## src/rtl/systolic_pkg.sv

```systemverilog
// Shared definitions for the PE systolic array edge logic.
// Holds the skew feeder FSM encoding, the lane width shared with the PE,
// and the helper that sizes the feeder's tile counter.
package systolic_pkg;

  typedef enum logic [1:0] {
    IDLE   = 2'd0,
    STREAM = 2'd1,
    FLUSH  = 2'd2
  } feeder_state_t;

  // PE operand width; the feeder's default lane width follows it.
  localparam int PE_IN_LEN       = 8;
  localparam int FEEDER_MAX_TILE = 16;

  // Tile counter must be able to hold MAX_TILE itself (saturation value).
  function automatic int tile_cnt_w(input int max_tile);
    return $clog2(max_tile + 1);
  endfunction

endpackage

```

## src/rtl/skew_lane_delay.sv

```systemverilog
// One lane of the skew feeder: a DEPTH-stage data+valid shift chain.
// The whole chain advances together when en is high and holds otherwise,
// so a global array stall freezes every stage including the output valid.
module skew_lane_delay #(
  parameter int DEPTH  = 1,
  parameter int DATA_W = 8
) (
  input  logic              clk,
  input  logic              sys_rst_n,
  input  logic              en,
  input  logic [DATA_W-1:0] in_data,
  input  logic              in_valid,
  output logic [DATA_W-1:0] out_data,
  output logic              out_valid
);

  logic [DEPTH:1][DATA_W-1:0] dat_pipe;
  logic [DEPTH:1]             vld_pipe;

  // Stage 1 takes the head input; later stages take their predecessor.
  always_ff @(posedge clk or negedge sys_rst_n) begin
    if (!sys_rst_n) begin
      dat_pipe <= '0;
      vld_pipe <= '0;
    end else if (en) begin
      dat_pipe[1] <= in_data;
      vld_pipe[1] <= in_valid;
      for (int s = 2; s <= DEPTH; s++) begin
        dat_pipe[s] <= dat_pipe[s-1];
        vld_pipe[s] <= vld_pipe[s-1];
      end
    end
  end

  assign out_data  = dat_pipe[DEPTH];
  assign out_valid = vld_pipe[DEPTH];

endmodule

```

## src/rtl/systolic_skew_feeder.sv

```systemverilog
// Upstream edge stage for the PE systolic array.
// Takes one N-lane vector per handshake and delays lane i by i extra cycles
// so the diagonal wavefront lands aligned on the edge PEs. After the last
// vector of a tile the heads are fed N-1 zero bubbles so every lane drains.
// Optional build macro SKEW_FEEDER_PERF_EN adds stall/bubble counters.
module systolic_skew_feeder
  import systolic_pkg::*;
#(
  parameter int N        = 4,
  parameter int DATA_W   = PE_IN_LEN,
  parameter int MAX_TILE = FEEDER_MAX_TILE
) (
  input  logic                clk,
  input  logic                sys_rst_n,
  input  logic                in_valid,
  output logic                in_ready,
  input  logic [N*DATA_W-1:0] in_data,
  input  logic                in_last,
  input  logic                out_ready,
  output logic                pe_en,
  output logic [N*DATA_W-1:0] out_data,
  output logic [N-1:0]        out_valid,
  output logic                tile_done,
  output logic                tile_overflow
`ifdef SKEW_FEEDER_PERF_EN
  ,
  input  logic                perf_clr,
  output logic [31:0]         stall_cnt,
  output logic [31:0]         bubble_cnt
`endif
);

  localparam int TW = tile_cnt_w(MAX_TILE);
  localparam int FW = $clog2(N);

  feeder_state_t            state_q, state_d;
  logic [TW-1:0]            tile_cnt;
  logic [FW-1:0]            flush_cnt;
  logic                     adv, acc, flush_end;
  logic [N-1:0][DATA_W-1:0] head_data, lane_data;
  logic [N-1:0]             lane_valid;

  // Global advance: every chain shifts together or not at all.
  assign adv       = out_ready && (state_q != IDLE);
  // in_ready already implies adv, so this is the full acceptance condition.
  assign acc       = in_valid && in_ready;
  assign flush_end = adv && (state_q == FLUSH) && (flush_cnt == FW'(1));
  assign pe_en     = adv;

  // Next-state and ready decode; leaving IDLE needs no trigger.
  always_comb begin
    state_d  = state_q;
    in_ready = 1'b0;
    case (state_q)
      IDLE:   state_d = STREAM;
      STREAM: begin
        in_ready = out_ready;
        if (in_valid && out_ready && in_last) state_d = FLUSH;
      end
      FLUSH:  if (flush_end) state_d = STREAM;
      default: state_d = IDLE;
    endcase
  end

  // State register; reset mid-tile drops the tile.
  always_ff @(posedge clk or negedge sys_rst_n) begin
    if (!sys_rst_n) state_q <= IDLE;
    else            state_q <= state_d;
  end

  // Tile length tracking, flush countdown and the tile_done pulse.
  // tile_done is registered so it lines up with lane N-1's last valid beat.
  always_ff @(posedge clk or negedge sys_rst_n) begin
    if (!sys_rst_n) begin
      tile_cnt      <= '0;
      flush_cnt     <= '0;
      tile_overflow <= 1'b0;
      tile_done     <= 1'b0;
    end else begin
      tile_done <= flush_end;
      if (acc) begin
        if (in_last) begin
          tile_cnt  <= '0;
          flush_cnt <= FW'(N - 1);
        end else if (tile_cnt == TW'(MAX_TILE)) begin
          tile_overflow <= 1'b1;
        end else begin
          tile_cnt <= tile_cnt + TW'(1);
        end
      end else if (adv && (state_q == FLUSH) && (flush_cnt != '0)) begin
        flush_cnt <= flush_cnt - FW'(1);
      end
    end
  end

  // Lane i gets i+1 stages; non-accepted advances inject zero bubbles.
  for (genvar i = 0; i < N; i++) begin : g_lane
    assign head_data[i] = acc ? in_data[i*DATA_W +: DATA_W] : '0;

    skew_lane_delay #(
      .DEPTH  (i + 1),
      .DATA_W (DATA_W)
    ) u_lane (
      .clk       (clk),
      .sys_rst_n (sys_rst_n),
      .en        (adv),
      .in_data   (head_data[i]),
      .in_valid  (acc),
      .out_data  (lane_data[i]),
      .out_valid (lane_valid[i])
    );
  end

  assign out_data  = lane_data;
  assign out_valid = lane_valid;

`ifdef SKEW_FEEDER_PERF_EN
  // Saturating stall and bubble counters; perf_clr wins over counting.
  always_ff @(posedge clk or negedge sys_rst_n) begin
    if (!sys_rst_n) begin
      stall_cnt  <= '0;
      bubble_cnt <= '0;
    end else if (perf_clr) begin
      stall_cnt  <= '0;
      bubble_cnt <= '0;
    end else begin
      if ((state_q != IDLE) && !out_ready && (stall_cnt != '1))
        stall_cnt <= stall_cnt + 32'd1;
      if ((state_q == STREAM) && adv && !acc && (bubble_cnt != '1))
        bubble_cnt <= bubble_cnt + 32'd1;
    end
  end
`endif

endmodule

```

## config.mk

```make
export PLATFORM = sky130hd
export DESIGN_NAME = systolic_skew_feeder
export DESIGN_NICKNAME = d
export VERILOG_FILES = /design/src/rtl/systolic_pkg.sv /design/src/rtl/skew_lane_delay.sv /design/src/rtl/systolic_skew_feeder.sv
export SDC_FILE = /design/constraint.sdc
export NUM_CORES = 1
export LEC_CHECK = 0
export ABC_AREA = 1
export CORE_MARGIN = 4
export CORE_UTILIZATION = 55
export DETAILED_ROUTE_END_ITERATION = 10
export GPL_TIMING_DRIVEN = 0
export PLACE_DENSITY = 0.84
export SLEW_MARGIN = 5
export SYNTH_ARGS = -nofsm -noshare
export SYNTH_HDL_FRONTEND = slang
export SYNTH_SLANG_ARGS = --single-unit
```

## constraint.sdc

```tcl
create_clock -name clk -period 2.7 [get_ports clk]
set_input_delay 0.27 -clock clk [delete_from_list [all_inputs] [get_ports clk]]
set_output_delay 0.27 -clock clk [all_outputs]
set_load 0.1 [all_outputs]
```

==> results.toml <==
[timing]
setup_ws_ps = 107
tightest_slew_ps = 1000
finalHoldViolCount = 0
rsz0062_at_grt = "no"
final.setup.tns_ps = 0
finalCriticalPeriod_ps = 2590
fmax_mhz = 386
slew_viol_final = 0
skew_ps = 14.7
setup_viol = 0
hold_ws_ps = 397
relSlewSlack_pct = 33.1
finalCritPeriodShare_pct = 96.0

[clock_network]
clk_latency_ps = 370
cts_buffers = 9
post_cts_buffers = 0
path_clk_slew_ps = 100
clock_sinks = 95
clk_path_buf_depth = 2
cts.root.buffer_cell = "clkbuf_8"
htreeDepth = 3
cts_tree = "built"

[synthesis]
ys_seq_area_share_pct = 59.5
synth_most_common_cell = "nand2_1"
synth_area_leaders = "dfrtp_1, nand2_1, buf_4"
synthArstFlopShare_pct = 100
synth-seq-cells = 95
synth_top_area_cell = "dfrtp_1"
synth_area_um2 = 4000
ys_warn_count = 0
synth_fp_nets = 480
ys_types = 20
synth_edf_count = 0
synthCells = 439
synthTopCellsByCount = "nand2_1, dfrtp_1, inv_1, o21ai_1"
synth-main-ff-cell = "dfrtp_1"
synth.avg_cell_area_um2 = 9.10
synth.top_cell.area_share_pct = 59.5

[setup_path]
crit_chain = "clkdlybuf4s50_1, inv_2, a21oi_4, buf_2, dlygate4sd2_1"
worstSetupStartpoint = "out_ready"
reg2reg_setup_slack_ps = 1290
crit_family = "buffers and inverters"
critPathSlowestCell = "dlygate4sd2_1"
critPathArrivalTime_ps = 2320
start_kind = "input port"
worstPathRequired_ps = 2430
reg2regPathDepth = 7
path_depth = 5
r2r_start = "state_q[0]$_DFFE_PN0P_"
critPathMaxFanout = 10
slowest_delay_ps = 880
path_buf_inv = 4
reg2reg_to = "tile_cnt[1]$_DFFE_PN0P_"
endpoint_kind = "output port"
path_class = "input port to output port"

[detailed_routing]
drc = 0
vias_per_cell = 4.80
finalWirelength_um = 7920
drt_first_pass_iters = 4
ant_nets = 0
drt_iter0_markers = 122
routedWlPerCell_um = 12.6
vias = 3021

[die]
initial_utilization_pct = 57.5
die-height_um = 93.2
die_x_um = 93.2
io_pins = 77
coreArea_um2 = 6940
row_count = 30
die_area_um2 = 8690

[place]
dp_hpwl_um = 5670
io_buffers = 76
post-place-ws_ps = -181
place_inst = 612
place_congestion = 0.834

[power_and_ir_drop]
p_per_area_nw_per_um2 = 1310
max-vdd-ir-drop_mv = 0.725
p_leak_uw = 0.00251
power.total_uw = 6660

[global_route]
grt_pass1_wl_um = 13500
antenna_found_initial = 0
grt_usage_pct = 19.9
gr-total-overflow = 0
grt_max_degree = 59
grt_pass1_vias = 2870

[finish]
nets = 569
fin_cells = 629
drive_gt1_share_pct = 12.4
diodes = 0
area_growth_syn_to_layout_pct = 27.6

[hold_path]
holdCritPathClass = "input port to async pin"

[outcome]
outcome = "complete, no violations"

[flow_run]
cap_violations = 0
routing by layer:
layer,share of wire (%),global-route usage [%]
met5,0,0
met4,1.7,7.20
met3,4.9,4.34
met2,51,32.8
met1,43,26.0
per-stage QoR:
stage	area, um2	utilization (%)
after detailed placement	4900	70.6
after global routing	5100	73.4
final	5100	73.4
after global placement	4880	70.2
after floorplan	4000	-
after CTS	5100	73.4
flip-flops by register name (all words and copies together) (netlist names):
name / cells
state_q: 2
g_lane.u_lane.dat_pipe: 48
g_lane.u_lane.out_data: 32
flush_cnt: 2
tile_done: 1
tile_overflow: 1
g_lane.u_lane.vld_pipe: 4
tile_cnt: 5
cell usage in the layout (no fill, tap or decap), drive strengths merged:
cell,instances
nand3,3
nor3b,1
dlygate4sd3,1
o21bai,1
xnor2,1
nand4,4
o22ai,1
ha,4
clkdlybuf4s50,74
clkbuf,14
o21ai,60
inv,47
buf,44
a21oi,2
nand2,164
dlygate4sd2,1
nor2,14
clkinvlp,2
dfrtp,95
report_power, final:
| group | internal [uW] | switching, uW |
|---|---|---|
| sequential | 1950 | 273 |
| clock | 373 | 517 |
| combinational | 1010 | 2530 |
| total | 3330 | 3320 |
layout make-up:
cell class / instances / area [um2]
Buffer: 46 / 348
Clock buffer: 10 / 138
Clock inverter: 6 / 50.0
Fill cell: 497 / 1850
Inverter: 43 / 161
Multi-Input combinational cell: 255 / 1110
Sequential cell: 95 / 2380
Tap cell: 96 / 120
Timing Repair Buffer: 78 / 795
timing repair:
item / in CTS / in global routing
hold endpoints to repair: 37 / 0
hold buffers: 1 / 0
gates resized for setup: 1 / 0
endpoints found under the setup margin: 1 / 0
logic make-up (layout without fill, tap and decap cells):
kind of cell / Yosys count / count (layout) / synth area share (%)
xor+xnor: 1 / 1 / 0.219
flops: 95 / 95 / 59.5
buf+inv: 89 / 183 / 12.7
compound gates: 64 / 64 / 8.39
simple gates: 186 / 186 / 17.9
fa+ha+maj: 4 / 4 / 1.25
how the worst max path moves through the flow:
| stage | end | slack (ps) |
|---|---|---|
| 2_1_floorplan | in_ready | 640 |
| 3_3_place_gp | tile_cnt[0]$_DFFE_PN0P_ | -2010 |
| 3_5_place_dp | pe_en | -180 |
| 4_1_cts | pe_en | 100 |
| 5_1_grt | pe_en | 10 |
| 6_report | pe_en | 110 |
Note: power is estimated with default switching activity, not from simulation.
